### src/rtl/imem_boot_loader_if.sv
// ---------------------------------------------------------------------------
// imem_boot_loader_if
// Bundles everything the boot loader exchanges with the host and with the
// instruction memory / fetch stage. Clock and reset stay as plain ports.
//
//   start, load_len, abort    host load control
//   s_valid, s_data, s_ready  host word stream (ready/valid)
//   imem_rw, imem_reset_memory,
//   imem_write_addr, imem_instruction
//                             instruction-memory write/clear port
//   core_reset                holds the fetch stage / PC in reset
//   busy, done, error         status
//
// Modports: slave = the loader, master = the host/system side.
// ---------------------------------------------------------------------------
interface imem_boot_loader_if #(
    parameter int PC_SIZE = 10
);
    logic               start;
    logic [PC_SIZE:0]   load_len;
    logic               abort;
    logic               s_valid;
    logic [31:0]        s_data;
    logic               s_ready;
    logic               imem_rw;
    logic               imem_reset_memory;
    logic [PC_SIZE-1:0] imem_write_addr;
    logic [31:0]        imem_instruction;
    logic               core_reset;
    logic               busy;
    logic               done;
    logic               error;

    modport slave (
        input  start, load_len, abort, s_valid, s_data,
        output s_ready, imem_rw, imem_reset_memory, imem_write_addr,
               imem_instruction, core_reset, busy, done, error
    );

    modport master (
        output start, load_len, abort, s_valid, s_data,
        input  s_ready, imem_rw, imem_reset_memory, imem_write_addr,
               imem_instruction, core_reset, busy, done, error
    );
endinterface

### src/rtl/imem_boot_loader.sv
// ---------------------------------------------------------------------------
// imem_boot_loader
// Loads a program of load_len 32-bit words from a host stream into the
// instruction memory, starting at address 0, while holding the core in
// reset. Sequence: IDLE -> CLEAR (one-cycle memory clear) -> LOAD (accept
// words) -> FLUSH (last write lands) -> RUN (core released).
//
// Ports:
//   clock  rising-edge clock
//   reset  asynchronous active-low reset
//   bus    imem_boot_loader_if.slave (control, host stream, imem port,
//          status)
//
// All outputs are registered except s_ready, which is decoded from state.
// ---------------------------------------------------------------------------
module imem_boot_loader #(
    parameter int PC_SIZE = 10
) (
    input  logic                 clock,
    input  logic                 reset,
    imem_boot_loader_if.slave    bus
);

    typedef enum logic [2:0] {
        IDLE  = 3'd0,
        CLEAR = 3'd1,
        LOAD  = 3'd2,
        FLUSH = 3'd3,
        RUN   = 3'd4
    } state_t;

    // Largest legal load: the whole memory.
    localparam logic [PC_SIZE:0] MAX_LEN = {1'b1, {PC_SIZE{1'b0}}};
    localparam logic [PC_SIZE:0] ONE     = {{PC_SIZE{1'b0}}, 1'b1};

    state_t             state_reg;
    logic [PC_SIZE:0]   count_reg;
    logic [PC_SIZE:0]   len_reg;
    logic               rw_reg;
    logic               clear_reg;
    logic [PC_SIZE-1:0] addr_reg;
    logic [31:0]        instr_reg;
    logic               core_reset_reg;
    logic               busy_reg;
    logic               done_reg;
    logic               error_reg;

    logic len_ok;
    logic last_word;

    assign len_ok    = (bus.load_len != '0) && (bus.load_len <= MAX_LEN);
    // Counter is one bit wider than the address so a full-memory load
    // terminates on word 2^PC_SIZE-1 without wrapping.
    assign last_word = (count_reg == (len_reg - ONE));

    always_ff @(posedge clock or negedge reset) begin
        if (!reset) begin
            state_reg      <= IDLE;
            count_reg      <= '0;
            len_reg        <= '0;
            rw_reg         <= 1'b0;
            clear_reg      <= 1'b0;
            addr_reg       <= '0;
            instr_reg      <= '0;
            core_reset_reg <= 1'b1;
            busy_reg       <= 1'b0;
            done_reg       <= 1'b0;
            error_reg      <= 1'b0;
        end else begin
            // Strobes are single-cycle unless re-asserted below.
            rw_reg    <= 1'b0;
            clear_reg <= 1'b0;
            done_reg  <= 1'b0;
            error_reg <= 1'b0;

            case (state_reg)
                IDLE, RUN: begin
                    if (bus.start) begin
                        if (len_ok) begin
                            len_reg        <= bus.load_len;
                            count_reg      <= '0;
                            clear_reg      <= 1'b1;
                            core_reset_reg <= 1'b1;
                            busy_reg       <= 1'b1;
                            state_reg      <= CLEAR;
                        end else begin
                            error_reg <= 1'b1;
                        end
                    end
                end

                CLEAR: begin
                    if (bus.abort) begin
                        error_reg <= 1'b1;
                        busy_reg  <= 1'b0;
                        state_reg <= IDLE;
                    end else begin
                        state_reg <= LOAD;
                    end
                end

                LOAD: begin
                    // Abort wins over a word offered in the same cycle, so
                    // that word is neither counted nor written.
                    if (bus.abort) begin
                        error_reg <= 1'b1;
                        busy_reg  <= 1'b0;
                        state_reg <= IDLE;
                    end else if (bus.s_valid) begin
                        rw_reg    <= 1'b1;
                        addr_reg  <= count_reg[PC_SIZE-1:0];
                        instr_reg <= bus.s_data;
                        count_reg <= count_reg + ONE;
                        if (last_word) begin
                            state_reg <= FLUSH;
                        end
                    end
                end

                FLUSH: begin
                    // The final write is on the bus this cycle; abort is
                    // deliberately not looked at here.
                    core_reset_reg <= 1'b0;
                    busy_reg       <= 1'b0;
                    done_reg       <= 1'b1;
                    state_reg      <= RUN;
                end

                default: begin
                    state_reg <= IDLE;
                end
            endcase
        end
    end

    assign bus.s_ready           = (state_reg == LOAD);
    assign bus.imem_rw           = rw_reg;
    assign bus.imem_reset_memory = clear_reg;
    assign bus.imem_write_addr   = addr_reg;
    assign bus.imem_instruction  = instr_reg;
    assign bus.core_reset        = core_reset_reg;
    assign bus.busy              = busy_reg;
    assign bus.done              = done_reg;
    assign bus.error             = error_reg;

endmodule
### src/flat_wrapper.sv
// flat-port wrapper written by rule: the top's interface ports become plain ports
module imem_boot_loader_flat 
#(
    parameter int PC_SIZE = 10
)
  (clock, reset, bus_start, bus_load_len, bus_abort, bus_s_valid, bus_s_data, bus_s_ready, bus_imem_rw, bus_imem_reset_memory, bus_imem_write_addr, bus_imem_instruction, bus_core_reset, bus_busy, bus_done, bus_error);
  imem_boot_loader_if #(.PC_SIZE(PC_SIZE)) bus_i ();
  input  logic clock;
  input  logic reset;
  input wire logic [$bits(bus_i.start)-1:0] bus_start;
  input wire logic [$bits(bus_i.load_len)-1:0] bus_load_len;
  input wire logic [$bits(bus_i.abort)-1:0] bus_abort;
  input wire logic [$bits(bus_i.s_valid)-1:0] bus_s_valid;
  input wire logic [$bits(bus_i.s_data)-1:0] bus_s_data;
  output wire logic [$bits(bus_i.s_ready)-1:0] bus_s_ready;
  output wire logic [$bits(bus_i.imem_rw)-1:0] bus_imem_rw;
  output wire logic [$bits(bus_i.imem_reset_memory)-1:0] bus_imem_reset_memory;
  output wire logic [$bits(bus_i.imem_write_addr)-1:0] bus_imem_write_addr;
  output wire logic [$bits(bus_i.imem_instruction)-1:0] bus_imem_instruction;
  output wire logic [$bits(bus_i.core_reset)-1:0] bus_core_reset;
  output wire logic [$bits(bus_i.busy)-1:0] bus_busy;
  output wire logic [$bits(bus_i.done)-1:0] bus_done;
  output wire logic [$bits(bus_i.error)-1:0] bus_error;
  assign bus_i.start = bus_start;
  assign bus_i.load_len = bus_load_len;
  assign bus_i.abort = bus_abort;
  assign bus_i.s_valid = bus_s_valid;
  assign bus_i.s_data = bus_s_data;
  assign bus_s_ready = bus_i.s_ready;
  assign bus_imem_rw = bus_i.imem_rw;
  assign bus_imem_reset_memory = bus_i.imem_reset_memory;
  assign bus_imem_write_addr = bus_i.imem_write_addr;
  assign bus_imem_instruction = bus_i.imem_instruction;
  assign bus_core_reset = bus_i.core_reset;
  assign bus_busy = bus_i.busy;
  assign bus_done = bus_i.done;
  assign bus_error = bus_i.error;
  imem_boot_loader #(.PC_SIZE(PC_SIZE)) u_core (.clock(clock), .reset(reset), .bus(bus_i));
endmodule
### config.mk
export PLATFORM = sky130hd
export DESIGN_NAME = imem_boot_loader_flat
export DESIGN_NICKNAME = d
export VERILOG_FILES = /design/src/rtl/imem_boot_loader_if.sv /design/src/rtl/imem_boot_loader.sv /design/src/flat_wrapper.sv
export SDC_FILE = /design/constraint.sdc
export NUM_CORES = 1
export LEC_CHECK = 0
export ABC_AREA = 1
export CORE_ASPECT_RATIO = 1.1
export CORE_MARGIN = 1
export CORE_UTILIZATION = 43
export CTS_CLUSTER_SIZE = 8
export DETAILED_ROUTE_END_ITERATION = 16
export PLACE_DENSITY = 0.76
export SYNTH_ARGS = -nofsm -noshare
export SYNTH_HDL_FRONTEND = slang
export SYNTH_SLANG_ARGS = --single-unit
### constraint.sdc
create_clock -name clock -period 1.75 [get_ports clock]
set_clock_uncertainty 0.2 [all_clocks]
set_input_delay 0.175 -clock clock [delete_from_list [all_inputs] [get_ports clock]]
set_output_delay 0.175 -clock clock [all_outputs]
set_load 0.005 [all_outputs]
## Word-level counts from Yosys, hierarchy flattened

Index checks and enable logic that the tools add are counted.

| storage, ports and cells | value |
|---|---|
| flip-flop bits (word level) | 73 |
| input bits | 48 |
| output and inout port bits | 49 |
| logic and storage cells | 69 |

| operators by class | value |
|---|---|
| add/sub/neg operators | 2 |
| order comparisons | 1 |
| equal/unequal tests | 12 |
| multiplexer cells | 28 |
| bitwise logic cells | 1 |
| reductions and logical operators | 14 |

Operators with widths:

| operator | count |
|---|---|
| $mux W11 | 4 |
| $pmux W11 S2 | 1 |
| $mux W3 | 5 |
| $mux W1 | 13 |
| $pmux W3 S4 | 1 |
| $add A11 B1 Y11 const B | 1 |
| $eq A11 B11 Y1 | 1 |
| $le A11 B11 Y1 const B | 1 |
| $reduce_bool A11 Y1 | 1 |
| $sub A11 B1 Y11 const B | 1 |
| $reduce_and A3 Y1 | 3 |
| $reduce_and A4 Y1 | 2 |
| $eq A3 B2 Y1 const B | 2 |
| $ne A2 B2 Y1 const B | 3 |
| $reduce_and A5 Y1 | 1 |
| $ne A2 B1 Y1 const B | 2 |
| $pmux W1 S2 | 2 |
| $reduce_bool A2 Y1 | 2 |
| $reduce_or A2 Y1 | 2 |
| $eq A3 B1 Y1 const B | 1 |
| $eq A3 B3 Y1 const B | 1 |
| $logic_not A3 Y1 | 1 |
| $ne A3 B2 Y1 const B | 1 |
| $ne A3 B3 Y1 const B | 1 |
| other kinds (5) | 5 |

## Logic depth before layout (Yosys ltp)

Gate-level depths: netlist of run 1.

| logic depth | value |
|---|---|
| depth in word-level cells | 6 |
| mapped depth | 15 |
| gate-level depth less buffers | 14 |

## Worst setup path after synthesis of run 1

Ideal clock, no wire load.

| path | value |
|---|---|
| path type | reg2reg |
| from | register u_core.len_reg[0] |
| to | register u_core.state_reg[2] |
| library setup time | 116 ps |
| data arrival time | 1610 ps |
| required time | 1434 ps |
| setup slack | -176 ps |
| stages on the path, launching flop included | 14 |
| path buffers | 1 |
| period minus slack after synthesis | 1926 ps |
| cell sequence | dfrtp_1 > inv_1 > ha_1 > clkbuf_1 > nand2_1 > nor2_1 > xor2_1 > nand2_1 > nor2_1 > nand3_1 > nand2_1 > nand2_1 > nand2_1 > nand2_1 |

| on the way | value |
|---|---|
| word-level cells in the longest chain between the ends | 4 |

RTL lines:

| element | RTL line | text |
|---|---|---|
| start, declared | imem_boot_loader.sv:38 | `logic [PC_SIZE:0] len_reg;` |
| start signal, assigned | imem_boot_loader.sv:80 | `len_reg <= bus.load_len;` |
| $sub A11 B1 Y11 | imem_boot_loader.sv:54 | `assign last_word = (count_reg == (len_reg - ONE));` |
| $eq A11 B11 Y1 | imem_boot_loader.sv:54 |  |
| $ne A3 B2 Y1 (no source line) | - |  |
| $reduce_and A4 Y1 (no source line) | - |  |
| end signal, assigned | imem_boot_loader.sv:58 | `state_reg <= IDLE;` |
| end signal, assigned | imem_boot_loader.sv:85 | `state_reg <= CLEAR;` |
| end signal, assigned | imem_boot_loader.sv:96 | `state_reg <= IDLE;` |
| end, declared | imem_boot_loader.sv:36 | `state_t state_reg;` |

Every way passes these cells.
A chain may end at the register's enable or synchronous reset.

## Worst setup path after layout of run 1

Ends and elaborated chain as after synthesis.

==> results.yml, run 1 <==
sta:
  tightest_slew_ps: 408
  finalWorstSetupSlack_ps: -134
  final_hold_viol_count: 0
  slew_headroom_pct: 72.8
  max_freq_ghz: 0.531
  grt_setup_unrepaired: "true"
  min_period_over_period_pct: 108
  setup_viol: 2
  post-route-min-period_ps: 1880
  final_max_slew_viol_count: 0
  holdWs_ps: 11.9
setup_path:
  crit_path_max_fanout: 4
  cp.arrival_ps: 1920
  rr_startpoint: "u_core.len_reg[0]"
  required_ps: 1780
  r2r_end: "u_core.state_reg[2]"
  worstSetupPathType: "flip-flop to flip-flop"
  r2r_cells: 14
  startpoint_type: "flip-flop"
  endpoint_kind: "flip-flop"
  r2r_slack_ps: -130
detailed_routing:
  drc_errors: 0
  drtPass1Iterations: 4
  wl_per_cell_um: 13.1
  vias_per_cell: 4.82
  routed_wl_mm: 9.20
  ant_nets: 0
  drt-initial-drc-count: 180
  vias: 3391
layout:
  ff_latch_area_um2: 1830
  largest_reg_flops: 32
  syn_to_final_growth_pct: 58.1
  antennaDiodeCount: 0
  nets: 644
  nFillCells: 572
  multi_input_area_um2: 1570
  drive_above_1_share_pct: 22.2
floorplanning:
  io_pins: 97
  core_um2: 7600
  dieArea_um2: 8350
  initial_core_util_pct: 45.2
  rows: 33
  die_y_um: 95.7
  fp.dieW_um: 87.2
power_and_ir_drop:
  ir_drop_mv: 0.870
  total_power_mw: 7.80
  p_leak_nw: 2.66
  powerDensity_nw_per_um2: 1440
clock_network:
  cts_buffers: 9
  clock_sinks: 73
  cts_buffer_depth: 2
  clockRootBuffer: "clkbuf_8"
  cts_tree: "built"
  htree_levels: 3
  clk_latency_ps: 330
  clkSlewWorstSetupHoldPaths_ps: 80
run:
  maxCapViolCount: 0
outcome:
  status: "finished with violations"
  violations: "setup timing"
worst_hold_path:
  holdPathStages: 4
  hp-class: "primary input to flip-flop"
  min_from: "bus_load_len[4]"
  whs_endpoint: "u_core.len_reg[4]"
synth:
  ys_types: 30
  syn_nets: 485
  ys_ff_latch: 73
  avgSynthCellArea_um2: 7.90
  netlist_area_um2: 3430
  seq_area_frac_synth_pct: 53.2
  netlist_instances: 435
  ys_warn_count: 0
grt:
  grt_pass1_wl_mm: 13.6
  first_global_vias: 3041
  antenna_found_initial: 0
  grt_usage_pct: 20.8
  grt_max_degree: 30
  overflow: 0
placed_design:
  place.gp.congestion: 0.796
  place_hpwl_mm: 6.29
  port_buffers: 96
worst max-delay path: stages, from the launching register on:
cell and delay, ps:
dfrtp_1 390, inv_2 100, ha_4 210, nand2_2 50
nand2_1 50, nor2_1 80, nand2_1 50, nor2_1 90
nand4_1 100, nor2_1 100, nand3_1 90, nand2_1 100
nand2_2 70, nand2_2 50, nand2_1 40
layout make-up:
cell class	instances	share of cell area (%)
clock inverters	6	2.12
inverters	35	2.56
multi-input cells	315	28.9
repair buffers	159	27.8
well taps	105	2.42
repair inverters	1	0.115
clock buffers	10	2.35
flip-flops and latches	73	33.7
logic make-up (layout without fill, tap and decap cells):
logic type | count (synthesis) | count (layout) | synth area share, %
buffers and inverters | 48 | 211 | 5.94
AOI/OAI and AO/OA | 35 | 35 | 5.28
and+or+nand+nor | 269 | 270 | 32.2
adders and majority gates | 2 | 2 | 0.728
xor gates and xnor gates | 8 | 8 | 2.66
DFF | 73 | 73 | 53.2
cell usage after synthesis, drive strengths merged:
cell	instances	share of area [%]
xnor3	1	0.66
xor2	4	1.2
nor3	3	0.58
o211ai	1	0.22
nor2	32	3.7
ha	2	0.73
buf	3	0.87
o32ai	1	0.26
nand3b	4	0.87
o21ai	32	4.7
nor4	3	0.55
dfrtp	72	52
nand3	25	4.0
a21oi	1	0.15
nand2	197	22
inv	35	4.0
or2	2	0.36
nand4	3	0.55
dfstp	1	0.77
clkbuf	10	1.1
xnor2	3	0.77
per-stage QoR:
stage	setup TNS (ps)	utilization [%]	cell area, um^2	worst slack (ps)	cells
2_1_floorplan	0	-	3460	16.4	435
3_5_place_dp	-10480	63.7	4840	-438	668
3_3_place_gp	-9170	63.7	4840	-373	668
6_report	-245	71.5	5430	-134	704
4_1_cts	-222	67.7	5140	-110	690
5_1_grt	-1470	71.5	5430	-284	704
timing repair:
item,4_1_cts,5_1_grt
resized for setup,11,61
pin swaps,7,9
gates cloned,2,3
hold endpoints to repair,73,3
hold buffers,1,3
endpoints found under the setup margin,30,70
buffers inserted,3,8
report_power, final:
group	internal, mW	total [mW]	switching, mW
logic	1.93	3.54	1.61
clock network	0.955	1.60	0.643
registers	2.27	2.66	0.395
worst max-delay path by stage:
stage	from	to	slack, ps	cells after the start
2_1_floorplan	u_core.len_reg[1]	u_core.state_reg[2]	20	13
6_report	u_core.len_reg[0]	u_core.state_reg[2]	-130	14
5_1_grt	u_core.len_reg[0]	u_core.state_reg[2]	-280	14
3_3_place_gp	bus_load_len[1]	u_core.len_reg[0]	-370	8
3_5_place_dp	bus_load_len[1]	u_core.len_reg[3]	-440	9
4_1_cts	u_core.len_reg[0]	u_core.state_reg[2]	-110	14
layer usage:
metal	part of all wire (%)	track usage, %	up-vias
met5	0	0	-
met4	2.1	7.65	0
met3	4.0	3.34	18
met2	52	36.0	89
met1	42	26.5	1612
li1	-	-	1672
cells in the final DEF (no fill, tap or decap), types with 2 or more instances in the layout:
master and n:
dlymetal6s2s_1 6, nand4_1 3, dfrtp_1 69, nand3_2 2
nand2_2 16, nor2_2 8, nand2_4 2, clkdlybuf4s50_1 85
o21ai_2 4, nor2_1 20, dfrtp_2 3, dlygate4sd2_1 3
buf_12 2, nand2_1 179, bufinv_16 3, xor2_1 3
xnor2_1 3, buf_4 53, nand3b_1 4, clkbuf_8 9
o21ai_1 8, nor2_4 4, o21ai_0 20, dlygate4sd3_1 4
buf_6 3, nand3_1 23, inv_1 28, nor4_2 2
inv_2 6
Power figures use the tool's default switching activity.
==> run 2: changes to the inputs <==
--- a/config.mk
+++ b/config.mk
@@ -5,13 +5,12 @@
 export SDC_FILE = /design/constraint.sdc
 export NUM_CORES = 1
 export LEC_CHECK = 0
-export ABC_AREA = 1
 export CORE_ASPECT_RATIO = 1.1
 export CORE_MARGIN = 1
 export CORE_UTILIZATION = 43
 export CTS_CLUSTER_SIZE = 8
 export DETAILED_ROUTE_END_ITERATION = 16
-export PLACE_DENSITY = 0.76
+export PLACE_DENSITY = 0.77
 export SYNTH_ARGS = -nofsm -noshare
 export SYNTH_HDL_FRONTEND = slang
 export SYNTH_SLANG_ARGS = --single-unit
==> run 2 against run 1 <==
Compared with the run above: power shrank 25%; sequential share of layout area fell by 2.0 points; the run still ends with setup timing left; largest cell class is now multi-input gates; via count shrank 6.0%; non-clock buffer count grew 12; clock power is 28% lower; sequential power is 6% lower; final area rose by 6.2%; final cell count fell by 9.8%.
==> results.yml, run 2 <==
floorplanning:
  die_y_um: 94.3
  dieArea_um2: 8090
  rows: 33
  fp.dieW_um: 85.9
  io_pins: 97
  initial_core_util_pct: 44.5
  core_um2: 7470
detailed_routing:
  vias_per_cell: 5.02
  wl_per_cell_um: 15.6
  drc_errors: 0
  drt-initial-drc-count: 115
  vias: 3189
  ant_nets: 0
  routed_wl_mm: 9.92
  drtPass1Iterations: 4
layout:
  layout_commonest_cell: "clkdlybuf4s50_1"
  syn_to_final_growth_pct: 73.3
  nets: 575
  antennaDiodeCount: 0
  largest_reg_flops: 32
  nFillCells: 455
  drive_above_1_share_pct: 39.4
  utilization_pct: 77.1
  final_cell_mix: "clkdlybuf4s50_1, dfrtp_1, nand2_1"
placed_design:
  place.gp.congestion: 0.859
  place_hpwl_mm: 6.07
  port_buffers: 96
  place_ws_ps: -1070
power_and_ir_drop:
  power_switching_mw: 1.86
  p_clk_share_pct: 19.7
  switching_share_pct: 31.7
  internal-power_mw: 4.01
  powerDensity_nw_per_um2: 1020
  p_leak_nw: 2.63
  ir_drop_mv: 0.672
  p_seq_share_pct: 42.5
  combPwrFrac_pct: 37.8
grt:
  grt_max_degree: 74
  grt_pass1_wl_mm: 15.2
  overflow: 0
  antenna_found_initial: 0
  first_global_vias: 3176
  grt_usage_pct: 24.4
synth:
  syn_nets: 409
  synthTopCellsByCount: "nand2_1, dfrtp_1, nor2_1"
  synth_area_leaders: "dfrtp_1, nand2_1, xnor2_1"
  netlist_instances: 359
  ys_warn_count: 0
  ys.flop_type: "dfrtp_1"
  netlist_area_um2: 3330
  avgSynthCellArea_um2: 9.27
  ys_types: 40
  ys_async_sr_fraction_pct: 100
  synth_top_area_share_pct: 54.2
  seq_area_frac_synth_pct: 54.9
  yosysMostFrequentCell: "nand2_1"
  ys_ff_latch: 73
  synth_edf_count: 0
  yosysTopAreaCell: "dfrtp_1"
clock_network:
  clock_sinks: 73
  cts_tree: "built"
  cts_buffer_depth: 2
  clockRootBuffer: "clkbuf_8"
  htree_levels: 3
  clk_latency_ps: 350
  clkSlewWorstSetupHoldPaths_ps: 70
  cts_buffers: 9
sta:
  final_max_slew_viol_count: 0
  final_hold_viol_count: 0
  slew_headroom_pct: 72.1
  setup_viol: 65
  tightest_slew_ps: 418
  post-route-min-period_ps: 2060
  grt_setup_unrepaired: "true"
  max_freq_ghz: 0.487
  finalWorstSetupSlack_ps: -305
  min_period_over_period_pct: 117
  setup-tns-final_ps: -7520
setup_path:
  crit_path_max_fanout: 7
  required_ps: 1790
  endpoint_kind: "flip-flop"
  cp.arrival_ps: 2100
  startpoint_type: "primary input"
  worstSetupPathType: "primary input to flip-flop"
outcome:
  status: "finished with violations"
  violations: "setup timing"
worst_hold_path:
  hp-class: "primary input to flip-flop"
run:
  maxCapViolCount: 0
## run 2: cell types whose count changed in the layout (fill, tap and decap cells not counted), moves of 16 or more
cell     previous run  this run
nand3_1            23         5
nand2_4             2        26
inv_1              28         8
o21ai_0            20         4
nand2_2            16        45
nand2_1           179        57
## run 2: kinds of logic after synthesis
group                    count (synthesis)  share of synthesized area [%]
buffers and inverters                   25                           3.50
AND/OR/NAND/NOR                        200                           26.8
XOR/XNOR                                17                           4.48
multiplexers                             8                           2.71
AO/OA/AOI/OAI                           33                           6.51
adder cells (fa/ha/maj)                  3                           1.05
flip-flops                              73                           54.9
## run 2: per-layer routing
| metal | global-route usage, % | wire [um] | vias up |
|---|---|---|---|
| li1 | - | - | 1521 |
| met1 | 27.4 | 3970 | 1551 |
| met2 | 45.0 | 5360 | 102 |
| met3 | 5.98 | 465 | 15 |
| met4 | 7.78 | 121 | 0 |
| met5 | 0 | 0 | - |
## run 2: final cells by class
| cell class | instances | area [um^2] | area share, % |
|---|---|---|---|
| Timing Repair Buffer | 171 | 1710 | 29.6 |
| Clock inverter | 5 | 32.5 | 0.564 |
| Tap cell | 105 | 131 | 2.28 |
| Multi-Input combinational cell | 261 | 1900 | 32.9 |
| Sequential cell | 73 | 1830 | 31.7 |
| Clock buffer | 11 | 131 | 2.28 |
| Inverter | 9 | 36.3 | 0.629 |
## run 2: path summary, 6_finish.rpt
kind	from	to	slack, ps	cells after the start
hold reg to reg	u_core.bus.imem_write_addr[0]	u_core.bus.imem_write_addr[0]	280	2
max in group asynchronous	reset	u_core.bus.core_reset	810	3
min in group asynchronous	reset	u_core.bus.imem_instruction[28]	180	3
setup reg to reg	u_core.len_reg[3]	u_core.state_reg[0]	-270	5
setup / recovery	bus_load_len[9]	u_core.len_reg[8]	-310	6
hold / removal	bus_load_len[2]	u_core.len_reg[2]	10	2
## run 2: repair_timing
action / 4_1_cts / 5_1_grt
setup endpoints to repair: 72 / 66
hold buffers: 9 / 0
setup buffers: 15 / 9
gates cloned: 4 / 0
endpoints found under the hold margin: 81 / 0
pin swaps: 51 / 49
gates resized for setup: 103 / 102
## run 2: worst max-delay path, stage by stage
cell and delay [ps]:
buf_6 90, or4_4 540, or4_4 540, and3b_2 290, buf_12 160, mux2_4 290
## run 2: power by group through the flow
stage | Clock [mW] | Combinational, mW | Sequential, mW
2_1_floorplan | 0 | 0.603 | 2.45
3_3_place_gp | 0 | 1.80 | 2.38
3_5_place_dp | 0 | 1.86 | 2.41
4_1_cts | 1.16 | 2.01 | 2.41
5_1_grt | 1.24 | 2.40 | 2.54
6_report | 1.16 | 2.22 | 2.50
## run 2: per-stage QoR
stage | hold WS, ps | power (mW) | cells | cell area (um^2)
floorplan | -321 | 3.05 | 359 | 3380
global placement | 31.9 | 4.19 | 589 | 4720
detailed placement | 35.3 | 4.28 | 589 | 4720
CTS | 16.8 | 5.59 | 632 | 5450
global route | 13.1 | 6.19 | 635 | 5770
finish | 14.2 | 5.87 | 635 | 5770
==> run 3: changes to the inputs <==
--- a/config.mk
+++ b/config.mk
@@ -5,6 +5,7 @@
 export SDC_FILE = /design/constraint.sdc
 export NUM_CORES = 1
 export LEC_CHECK = 0
+export ABC_CLOCK_PERIOD_IN_PS = 1750
 export CORE_ASPECT_RATIO = 1.1
 export CORE_MARGIN = 1
 export CORE_UTILIZATION = 43
==> results of run 3 <==
No change in the layout: final DEF, timing and power equal those of run 2.
